==> config.mk <==
export PLATFORM = sky130hd
export DESIGN_NAME = serial_fifo_ctrl
export DESIGN_NICKNAME = d
export VERILOG_FILES = /design/src/rtl/serial_fifo_ctrl.sv
export SDC_FILE = /design/constraint.sdc
export NUM_CORES = 1
export LEC_CHECK = 0
export BUFFER_PORTS_ARGS = -buffer_cell sky130_fd_sc_hd__buf_2
export CORE_ASPECT_RATIO = 1.25
export CORE_MARGIN = 2
export CORE_UTILIZATION = 55
export DETAILED_ROUTE_END_ITERATION = 10
export GPL_ROUTABILITY_DRIVEN = 0
export GPL_TIMING_DRIVEN = 1
export PLACE_DENSITY = 0.82
export SETUP_SLACK_MARGIN = 0.2
export SLEW_MARGIN = 20
export SYNTH_ARGS = -nofsm -noshare
export SYNTH_HDL_FRONTEND = slang
export SYNTH_SLANG_ARGS = --single-unit
export TNS_END_PERCENT = 50
==> constraint.sdc <==
create_clock -name clk -period 2.44 [get_ports clk]
set_clock_uncertainty 0.05 [all_clocks]
set_input_delay 0.61 -clock clk [delete_from_list [all_inputs] [get_ports clk]]
set_output_delay 0.61 -clock clk [all_outputs]
set_load 0.005 [all_outputs]
==> src/rtl/serial_fifo_ctrl.sv <==
// serial_fifo_ctrl: single pointer/flag controller for the serial block's
// register-file FIFO. Owns write/read addresses, occupancy, fill flags and
// sticky overflow/underflow errors so that flags and pointers cannot disagree.
module serial_fifo_ctrl #(
    parameter int unsigned DEPTH     = 8,
    parameter int unsigned ADDR_SIZE = 3,
    parameter int unsigned AF_THRESH = 6
) (
    input  logic                 clk,
    input  logic                 n_rst,
    input  logic                 wr_req,
    input  logic                 rd_req,
    input  logic                 flush,
    input  logic                 clr_err,
    output logic                 wr_en,
    output logic [ADDR_SIZE-1:0] wptr,
    output logic [ADDR_SIZE-1:0] rptr,
    output logic                 rd_ack,
    output logic [ADDR_SIZE:0]   count,
    output logic                 empty,
    output logic                 full,
    output logic                 almost_full,
    output logic                 overflow,
    output logic                 underflow
);

    typedef enum logic [1:0] {
        StEmpty   = 2'd0,
        StPartial = 2'd1,
        StFull    = 2'd2
    } state_e;

    // Pointers wrap explicitly at DEPTH-1 so non-power-of-two depths work.
    localparam logic [ADDR_SIZE-1:0] LastAddr = ADDR_SIZE'(DEPTH - 1);
    localparam logic [ADDR_SIZE:0]   DepthCnt = (ADDR_SIZE + 1)'(DEPTH);
    localparam logic [ADDR_SIZE:0]   AfCnt    = (ADDR_SIZE + 1)'(AF_THRESH);

    state_e                 state_q, state_d;
    logic [ADDR_SIZE-1:0]   wptr_q, wptr_d;
    logic [ADDR_SIZE-1:0]   rptr_q, rptr_d;
    logic [ADDR_SIZE:0]     count_q, count_d;
    logic                   af_q, af_d;
    logic                   rd_ack_q;
    logic                   ovf_q, ovf_d;
    logic                   unf_q, unf_d;
    logic                   full_w, empty_w;
    logic                   push_ok, pop_ok;

    // Flags come straight from the registered state, so they line up with count.
    assign empty_w = (state_q == StEmpty);
    assign full_w  = (state_q == StFull);

    // Request acceptance, pointer advance and occupancy update.
    always_comb begin
        push_ok = wr_req & ~full_w & ~flush;
        pop_ok  = rd_req & ~empty_w & ~flush;
        wptr_d  = wptr_q;
        rptr_d  = rptr_q;
        count_d = count_q;
        if (flush) begin
            wptr_d  = '0;
            rptr_d  = '0;
            count_d = '0;
        end else begin
            if (push_ok) begin
                wptr_d = (wptr_q == LastAddr) ? '0 : wptr_q + ADDR_SIZE'(1);
            end
            if (pop_ok) begin
                rptr_d = (rptr_q == LastAddr) ? '0 : rptr_q + ADDR_SIZE'(1);
            end
            // Simultaneous push and pop leaves occupancy unchanged.
            if (push_ok && !pop_ok) begin
                count_d = count_q + (ADDR_SIZE + 1)'(1);
            end else if (pop_ok && !push_ok) begin
                count_d = count_q - (ADDR_SIZE + 1)'(1);
            end
        end
    end

    // Fill-state transitions, decided from the next occupancy.
    always_comb begin
        state_d = state_q;
        af_d    = (count_d >= AfCnt);
        if (flush) begin
            state_d = StEmpty;
        end else begin
            unique case (state_q)
                StEmpty: begin
                    if (count_d != '0) begin
                        state_d = (count_d == DepthCnt) ? StFull : StPartial;
                    end
                end
                StPartial: begin
                    if (count_d == DepthCnt) begin
                        state_d = StFull;
                    end else if (count_d == '0) begin
                        state_d = StEmpty;
                    end
                end
                StFull: begin
                    if (count_d != DepthCnt) begin
                        state_d = StPartial;
                    end
                end
                default: state_d = StEmpty;
            endcase
        end
    end

    // Sticky errors: a new error in the clearing cycle wins over clr_err.
    always_comb begin
        ovf_d = (ovf_q & ~clr_err) | (wr_req & full_w & ~flush);
        unf_d = (unf_q & ~clr_err) | (rd_req & empty_w & ~flush);
    end

    // Controller state register.
    always_ff @(posedge clk or negedge n_rst) begin
        if (!n_rst) begin
            state_q  <= StEmpty;
            wptr_q   <= '0;
            rptr_q   <= '0;
            count_q  <= '0;
            af_q     <= 1'b0;
            rd_ack_q <= 1'b0;
            ovf_q    <= 1'b0;
            unf_q    <= 1'b0;
        end else begin
            state_q  <= state_d;
            wptr_q   <= wptr_d;
            rptr_q   <= rptr_d;
            count_q  <= count_d;
            af_q     <= af_d;
            rd_ack_q <= pop_ok;
            ovf_q    <= ovf_d;
            unf_q    <= unf_d;
        end
    end

    assign wr_en       = push_ok;
    assign wptr        = wptr_q;
    assign rptr        = rptr_q;
    assign rd_ack      = rd_ack_q;
    assign count       = count_q;
    assign empty       = empty_w;
    assign full        = full_w;
    assign almost_full = af_q;
    assign overflow    = ovf_q;
    assign underflow   = unf_q;

endmodule

==> metrics.yaml <==
grt_pass1_wl_um: 3111
end_kind: "primary output"
syn_nets: 96
firstDrtPassIters: 4
max-cap-violations: 0
powerDensity_nw_per_um2: 635.5
setup_viol: 0
clock_latency_ps: 300
die_h_um: 49.91
tightest_slew_ps: 520.5
clkTransAtPathRegs_ps: 100
period_needed_ps: 1956
pin_count: 23
worstPathMaxFanout: 14
status: "finished, final reports clean"
dp_hpwl_um: 1372
synth_area_um2: 927.1
drtIter0Drc: 10
final_cell_mix: "buf_2, dfrtp_1, nor2_1"
first_global_vias: 705
p_total_uw: 691.0
fmax_ghz: 0.5112
gr-total-overflow: 0
ys_warn_count: 0
holdWs_ps: 151.8
crit_end: "wr_en"
cts_setup_buffers: 0
finalCritPeriodShare_pct: 80.17
htreeDepth: 1
numPortBuffers: 22
vias: 743
cts_root_buffer: "clkbuf_4"
fin_nets: 122
area_growth_pct: 17.27
worst-r2r-setup-slack_ps: 540
die_w_um: 40.72
rsz0062_at_grt: "no"
dieArea_um2: 2032
grt_use_total_pct: 22.58
cp_common_cell: "buf_2"
hold_class: "input port to async pin"
clockBufferDepth: 2
cts_buffers: 3
yosysUniqueCellTypes: 38
crit_type: "input port to primary output"
r2r_start: "count[0]"
cts.repair.resized: 0
fp-row-count: 16
antenna_found_initial: 0
start_util_pct: 58.62
drc: 0
ant_nets: 0
cts_sinks: 16
n_antenna_cell: 0
slowest_delay_ps: 260
avgSynthCellArea_um2: 11.04
vdd_drop_max_mv: 0.3424
synth-seq-cells: 16
leakage_uw: 0.0005756
critPathArrivalTime_ps: 1300
drive_gt1_share_pct: 37.61
fp.coreArea_um2: 1582
rr_worst_depth: 5
slew_violations: 0
wl_per_cell_um: 14.14
netlist_instances: 84
vias_per_cell: 5.850
worstSetupStartpointType: "input port"
routed_wl_um: 1796
crit_required_ps: 1780
cts_tree: "built"
slew_headroom_pct: 64.93
critPathLaunch: "flush"
hold_viol_final: 0
setup_tns_ps: 0
grt_max_degree: 17
worstPathCellList: "buf_2 > nand2b_2 > nor2_1 > buf_2"
cp_slowest_cell: "buf_2"
regToRegEndpoint: "almost_full"
hold_buffers: 0
ys_seq_area_share_pct: 43.18
final_common_cell: "buf_2"
==> synthesized netlist by cell type (all sizes together) <==
cell          n  area [um^2]
xnor2         1        8.760
or3           1        6.260
o211a         1        10.01
nand2         3        11.26
o21bai        1        7.510
nand3         2        10.01
inv           5        21.27
o32ai         1        8.760
or2           1        6.260
o22ai         1        6.260
a21oi         5        25.02
nor4          2        18.77
mux2i         2        20.02
nor3b         1        7.510
and2          3        22.52
nor2         11        43.80
nand2b        3        28.78
nor4bb        1        10.01
o21ai         2        13.76
a211oi        2        15.01
ha            6        75.07
a2111oi       1        27.53
dfrtp        16        400.4
a221oi        2        30.03
o31a          1        8.760
dlygate4sd1   1        8.760
and3          1        6.260
nor3          4        42.54
mux2          1        11.26
or2b          1        7.510
a21o          1        7.510
==> per-layer routing <==
metal,vias to the layer above,global-route usage [%],wire (um)
li1,355,-,-
met1,362,26.84,777
met2,21,37.30,916
met3,5,4.054,66
met4,0,10.00,35
met5,-,0,0
==> cells by family after synthesis <==
group                    after synthesis  share of synthesized area (%)
AO/OA/AOI/OAI                         18                          17.27
XOR/XNOR                               1                         0.9448
adder cells (fa/ha/maj)                6                          8.097
buffers and inverters                  6                          3.239
flip-flops                            16                          43.18
multiplexers                           3                          3.374
AND/OR/NAND/NOR                       34                          23.89
==> report_power, final <==
| part | leakage (uW) | switching (uW) | internal, uW | total [uW] |
|---|---|---|---|---|
| clock | 0.0000210 | 88.1 | 91.1 | 179 |
| sequential | 0.000217 | 34.1 | 292 | 326 |
| combinational | 0.000337 | 99.2 | 86.5 | 186 |
==> critical path: cells and delay by family <==
family / cells / cell delay, ps
and+or+nand+nor: 2 / 300
buffers and inverters: 2 / 380
==> how the worst min path moves through the flow <==
stage / startpoint / to / slack, ps / cells after the start
5_1_grt: n_rst / wptr[0] / 180 / 1
2_1_floorplan: n_rst / almost_full / 260 / 0
3_5_place_dp: n_rst / overflow / 490 / 1
3_3_place_gp: overflow / overflow / 470 / 2
4_1_cts: n_rst / overflow / 160 / 1
6_report: n_rst / overflow / 150 / 1
==> area by class of cell <==
| cell class | count | area, um^2 |
|---|---|---|
| Clock buffer | 4 | 36.28 |
| Fill cell | 124 | 494.2 |
| Inverter | 5 | 21.27 |
| Multi-Input combinational cell | 62 | 496.7 |
| Sequential cell | 16 | 400.4 |
| Tap cell | 18 | 22.52 |
| Timing Repair Buffer | 22 | 110.1 |
==> stage by stage <==
| stage | area, um^2 | utilization (%) | instances | worst slack, ps |
|---|---|---|---|---|
| floorplan | 927.1 | - | 84 | 657.4 |
| global route | 1087 | 68.75 | 127 | 407.0 |
| global placement | 1051 | 66.46 | 123 | 281.2 |
| detailed placement | 1051 | 66.46 | 123 | 241.0 |
| finish | 1087 | 68.75 | 127 | 483.9 |
| CTS | 1087 | 68.75 | 127 | 482.4 |
==> registers in the layout (all words and copies together) (netlist names) <==
signal / flops
underflow: 1
almost_full: 1
rd_ack: 1
rptr: 3
overflow: 1
wptr: 3
state_q: 2
count: 4
No activity file was read; power rests on OpenSTA's default activity.
